File: config.mk
export PLATFORM = sky130hd
export DESIGN_NAME = fir_coeff_loader
export DESIGN_NICKNAME = d
export VERILOG_FILES = /design/src/rtl/fir_pkg.sv /design/src/rtl/fir_coeff_bank.sv /design/src/rtl/fir_coeff_loader.sv
export SDC_FILE = /design/constraint.sdc
export NUM_CORES = 1
export LEC_CHECK = 0
export CORE_MARGIN = 2
export CORE_UTILIZATION = 40
export CTS_CLUSTER_DIAMETER = 150
export DETAILED_ROUTE_END_ITERATION = 8
export PLACE_DENSITY_LB_ADDON = 0.25
export SETUP_SLACK_MARGIN = 0.02
export SYNTH_ARGS = -nofsm -noshare
export SYNTH_HDL_FRONTEND = slang
export SYNTH_HIERARCHICAL = 1
export SYNTH_SLANG_ARGS = --single-unit
File: constraint.sdc
create_clock -name clk -period 6.65 [get_ports clk]
set_input_delay 1.33 -clock clk [delete_from_list [all_inputs] [get_ports clk]]
set_output_delay 1.33 -clock clk [all_outputs]
set_load 0.005 [all_outputs]
File: src/rtl/fir_pkg.sv
// Shared constants and FSM state encoding for the FIR coefficient loader.
package fir_pkg;

  localparam int DEF_TAP_COEFF_WIDTH = 5;
  localparam int DEF_NUM_TAPS        = 50;

  typedef enum logic [1:0] {
    ST_IDLE    = 2'd0,
    ST_LOAD    = 2'd1,
    ST_PENDING = 2'd2,
    ST_FLUSH   = 2'd3
  } fir_state_e;

endpackage

File: src/rtl/fir_coeff_bank.sv
// Shadow/active coefficient register pair: single write port into the shadow
// bank and a bulk copy that moves the whole shadow set to the active bank.
module fir_coeff_bank
  import fir_pkg::*;
#(
  parameter int W  = DEF_TAP_COEFF_WIDTH,
  parameter int N  = DEF_NUM_TAPS,
  parameter int AW = $clog2(DEF_NUM_TAPS)
) (
  input  logic            clk,
  input  logic            rst,
  input  logic            i_wr_en,
  input  logic [AW-1:0]   i_wr_addr,
  input  logic [W-1:0]    i_wr_data,
  input  logic            i_copy,
  output logic [W*N-1:0]  o_active
);

  logic [W-1:0] r_shadow [N];
  logic [W-1:0] r_active [N];

  always_ff @(posedge clk) begin
    if (rst) begin
      for (int i = 0; i < N; i++) begin
        r_shadow[i] <= '0;
        r_active[i] <= '0;
      end
    end else begin
      // Caller guarantees i_wr_addr < N whenever i_wr_en is high.
      if (i_wr_en) begin
        r_shadow[i_wr_addr] <= i_wr_data;
      end
      if (i_copy) begin
        r_active <= r_shadow;
      end
    end
  end

  for (genvar g = 0; g < N; g++) begin : g_flat
    assign o_active[W*g +: W] = r_active[g];
  end

endmodule

File: src/rtl/fir_coeff_loader.sv
// Double-buffered FIR coefficient loader: collects a coefficient set, swaps it
// in atomically on a sample boundary, then holds off coeff_stable while the pipe drains.
module fir_coeff_loader
  import fir_pkg::*;
#(
  parameter int TAP_COEFF_WIDTH = DEF_TAP_COEFF_WIDTH,
  parameter int NUM_TAPS        = DEF_NUM_TAPS
) (
  input  logic                                clk,
  input  logic                                rst,
  input  logic                                cfg_valid,
  output logic                                cfg_ready,
  input  logic [$clog2(NUM_TAPS)-1:0]         cfg_addr,
  input  logic [TAP_COEFF_WIDTH-1:0]          cfg_data,
  input  logic                                cfg_last,
  input  logic                                swap_en,
  output logic [TAP_COEFF_WIDTH*NUM_TAPS-1:0] tap_coeffs,
  output logic                                coeff_stable,
  output logic                                busy,
  output logic                                cfg_err,
  output fir_state_e                          o_dbg_state
);

  localparam int              AW         = $clog2(NUM_TAPS);
  localparam logic [AW:0]     NUM_TAPS_X = (AW+1)'(NUM_TAPS);
  localparam logic [AW-1:0]   FLUSH_LOAD = AW'(NUM_TAPS - 1);

  // Handshake: a write transfers on any edge where cfg_valid && cfg_ready;
  // cfg_valid may be held while cfg_ready is low and the write waits.
  fir_state_e      r_state;
  logic [AW-1:0]   r_flush_cnt;
  logic            r_cfg_ready;
  logic            r_coeff_stable;
  logic            r_busy;
  logic            r_cfg_err;

  logic            w_accept;
  logic            w_oob;
  logic            w_wr_en;
  logic            w_swap;

  assign w_accept = cfg_valid && r_cfg_ready;
  assign w_oob    = {1'b0, cfg_addr} >= NUM_TAPS_X;
  assign w_wr_en  = w_accept && !w_oob;
  assign w_swap   = (r_state == ST_PENDING) && swap_en;

  always_ff @(posedge clk) begin
    if (rst) begin
      r_state        <= ST_IDLE;
      r_flush_cnt    <= '0;
      r_cfg_ready    <= 1'b1;
      r_coeff_stable <= 1'b1;
      r_busy         <= 1'b0;
      r_cfg_err      <= 1'b0;
    end else begin
      r_cfg_err <= w_accept && w_oob;
      case (r_state)
        ST_IDLE, ST_LOAD: begin
          if (w_accept) begin
            r_busy <= 1'b1;
            if (cfg_last) begin
              r_state     <= ST_PENDING;
              r_cfg_ready <= 1'b0;
            end else begin
              r_state <= ST_LOAD;
            end
          end
        end
        ST_PENDING: begin
          if (swap_en) begin
            r_state        <= ST_FLUSH;
            r_flush_cnt    <= FLUSH_LOAD;
            r_coeff_stable <= 1'b0;
          end
        end
        ST_FLUSH: begin
          // One cycle per tap so no sample computed with the old set survives.
          if (r_flush_cnt == '0) begin
            r_state        <= ST_IDLE;
            r_cfg_ready    <= 1'b1;
            r_coeff_stable <= 1'b1;
            r_busy         <= 1'b0;
          end else begin
            r_flush_cnt <= r_flush_cnt - 1'b1;
          end
        end
        default: begin
          r_state <= ST_IDLE;
        end
      endcase
    end
  end

  fir_coeff_bank #(
    .W  (TAP_COEFF_WIDTH),
    .N  (NUM_TAPS),
    .AW (AW)
  ) u_bank (
    .clk       (clk),
    .rst       (rst),
    .i_wr_en   (w_wr_en),
    .i_wr_addr (cfg_addr),
    .i_wr_data (cfg_data),
    .i_copy    (w_swap),
    .o_active  (tap_coeffs)
  );

  assign cfg_ready    = r_cfg_ready;
  assign coeff_stable = r_coeff_stable;
  assign busy         = r_busy;
  assign cfg_err      = r_cfg_err;
  assign o_dbg_state  = r_state;

endmodule

==> flow_metrics.env <==
export IMPL_status="completed"
export IMPL_tightest_slew_ns=1.05
export IMPL_finalHoldViolCount=0
export IMPL_reg2reg_slack_ns=3.94
export IMPL_maxSlewViolCount=0
export IMPL_grt_max_degree=250
export IMPL_grtUsageTotal_pct=19.3
export IMPL_die_h_um=222
export IMPL_p_leak_nw=9.81
export IMPL_seq_area_um2=10200
export IMPL_routabilityCongestion=0.761
export IMPL_drt_iter0_markers=737
export IMPL_setup_viol=0
export IMPL_finalPower_mw=6.33
export IMPL_fin_crit_sh_pct=57.3
export IMPL_fin_ws_ns=2.84
export IMPL_syn_avg_cell_area_um2=10.8
export IMPL_grt_pass1_wl_um=74600
export IMPL_rr_worst_depth=5
export IMPL_crit_required_ns=7.05
export IMPL_hold_buffers=0
export IMPL_wl_um=48600
export IMPL_multi_input_area_um2=8250
export IMPL_core_area_um2=46800
export IMPL_syn_num_nets=1777
export IMPL_p_per_area_nw_per_um2=264
export IMPL_crit_end="u_bank/r_shadow[217]"
export IMPL_insertion_delay_ns=0.59
export IMPL_final_setup_tns_ns=0
export IMPL_worst_ep_arrival_time_ns=4.21
export IMPL_clk_pin_slew_ns=0.06
export IMPL_post_drt_wl_per_cell_um=18.6
export IMPL_antenna_found_initial=0
export IMPL_nNetsFinal=1990
export IMPL_startpoint_type="primary input"
export IMPL_slew_headroom_pct=29.9
export IMPL_synth_main_ff_cell="dfxtp_1"
export IMPL_crit_fanout=9
export IMPL_row_count=79
export IMPL_rsz0062_at_grt="no"
export IMPL_grt_pass1_vias=12568
export IMPL_vias_per_cell=4.87
export IMPL_hold_path_class="flop to flop"
export IMPL_synth_edf_count=0
export IMPL_fill_cells=4210
export IMPL_num_antenna_cells=0
export IMPL_portBuffers=271
export IMPL_r2r_end="u_bank/o_active[146]"
export IMPL_cts_tree="done"
export IMPL_initial_core_util_pct=40.7
export IMPL_path_class="primary input to flop"
export IMPL_io_pins=272
export IMPL_pre_cts_ws_ns=2.27
export IMPL_ys_types=42
export IMPL_drive_above_1_share_pct=5.91
export IMPL_die_w_um=222
export IMPL_endpoint_kind="flop"
export IMPL_async_reset_ff_share_pct=0
export IMPL_synthToLayoutAreaGrowth_pct=25.8
export IMPL_root_buffer="clkbuf_16"
export IMPL_vias=12751
export IMPL_dp_cells=2523
export IMPL_postRouteAntennaNets=0
export IMPL_fmax_mhz=262
export IMPL_grt_overflow_total=0
export IMPL_fin_cells=2620
export IMPL_postCtsSetupBuffers=0
export IMPL_cts_made_buffers=54
export IMPL_reg2reg_from="o_dbg_state[1]"
export IMPL_drcViolationCount=0
export IMPL_htreeDepth=2
export IMPL_first_pass_iters=4
export IMPL_synth_area_um2=19000
export IMPL_max_cap_violations=0
export IMPL_crit_start="cfg_addr[2]"
export IMPL_dieArea_um2=49300
export IMPL_cts_resized=0
export IMPL_fin_crit_ns=3.81
export IMPL_ir_drop_uv=236
export IMPL_ys_seq_area_share_pct=53.9
export IMPL_synthCells=1759
export IMPL_ys_warn_count=6
export IMPL_yosys_register_bits=512
export IMPL_hpwl_um=29800
export IMPL_skew_ns=0.0171
export IMPL_numClockSinks=512
export IMPL_clock_path_buffers=3
## per-layer routing
| metal | share of wire (%) | up-vias | GRT usage [%] |
|---|---|---|---|
| met5 | 0 | - | 0 |
| met4 | 1.9 | 0 | 5.65 |
| met3 | 4.8 | 60 | 4.08 |
| met2 | 45 | 239 | 30.0 |
| met1 | 48 | 6170 | 26.9 |
| li1 | - | 6282 | - |
## kinds of logic after synthesis
family	Yosys count	share of synthesized area, %
AOI/OAI and AO/OA	21	0.789
adders and majority gates	2	0.132
buffers and inverters	132	2.90
DFF	512	53.9
muxes	501	26.4
and+or+nand+nor	591	15.9
## cell usage after synthesis (all sizes together) (3+ instances only)
master	number	area, µm²
dfxtp	512	10200
mux2i	500	5000
nand2b	255	1600
nor2	253	950
clkbuf	77	289
nand2	53	216
buf	51	248
a211oi	4	30.0
a31oi	4	25.0
inv	4	15.0
nor3	4	25.0
a21oi	3	15.0
and3b	3	26.3
and4b	3	30.0
nor3b	3	22.5
## stage by stage
stage,utilization (%),instance area (µm²),hold WS [ns]
finish,51.2,23900,0.467
global route,51.2,23900,0.494
CTS,51.2,23900,0.472
detailed placement,47.4,22100,0.459
global placement,47.4,22100,0.458
floorplan,-,19000,0.449
## sequential cells by signal, indices dropped and copies added, names as in the netlist
register         count
u_bank/o_active    250
u_bank/r_shadow    250
r_flush_cnt          6
o_dbg_state          2
busy                 1
cfg_err              1
cfg_ready            1
coeff_stable         1
## worst max-delay path: stages
cell and delay (ns):
clkdlybuf4s50_1 0.57, or3_1 0.43, a31oi_1 0.45, and4b_1 0.81
nand2_1 0.40, mux2i_1 0.22
## cell usage in the layout, fill, tap and decap left out, types with 3 or more instances in the layout
cell and count:
dfxtp_1 512, clkdlybuf4s50_1 270, clkinv_2 5, and3b_1 3, and4b_1 3, clkbuf_8 15, clkbuf_16 55, a21oi_1 3
nor2_1 253, buf_12 3, buf_4 11, bufinv_16 3, mux2i_1 500, nor3_1 3, nand2_2 7, a211oi_1 4
inv_1 3, clkbuf_1 15, nand2b_1 250, nand2_1 46, nand2b_2 5, a31oi_1 4
## layout make-up
type,count,share of cell area (%)
clock buffers,85,6.85
clock inverters,12,0.617
inverters,4,0.0941
multi-input cells,1115,34.5
flip-flops and latches,512,42.8
well taps,607,3.17
repair buffers,285,12.0
## worst min path at each step
stage / to / start / depth (start not counted) / slack, ns
after CTS: coeff_stable / coeff_stable / 1 / 0.47
after global routing: u_bank/r_shadow[106] / u_bank/r_shadow[106] / 2 / 0.49
after detailed placement: coeff_stable / coeff_stable / 1 / 0.46
final: coeff_stable / coeff_stable / 1 / 0.47
after global placement: coeff_stable / coeff_stable / 1 / 0.46
after floorplan: u_bank/r_shadow[235] / u_bank/r_shadow[235] / 2 / 0.45
## power breakdown
| part | leakage (nW) | switching (mW) | total, mW | internal [mW] |
|---|---|---|---|---|
| sequential | 4.12 | 0.00792 | 3.08 | 3.08 |
| clock | 0.874 | 1.20 | 3.00 | 1.80 |
| combinational | 4.81 | 0.152 | 0.242 | 0.0893 |
| total | 9.81 | 1.36 | 6.33 | 4.96 |
(Power assumes the default switching activity.)
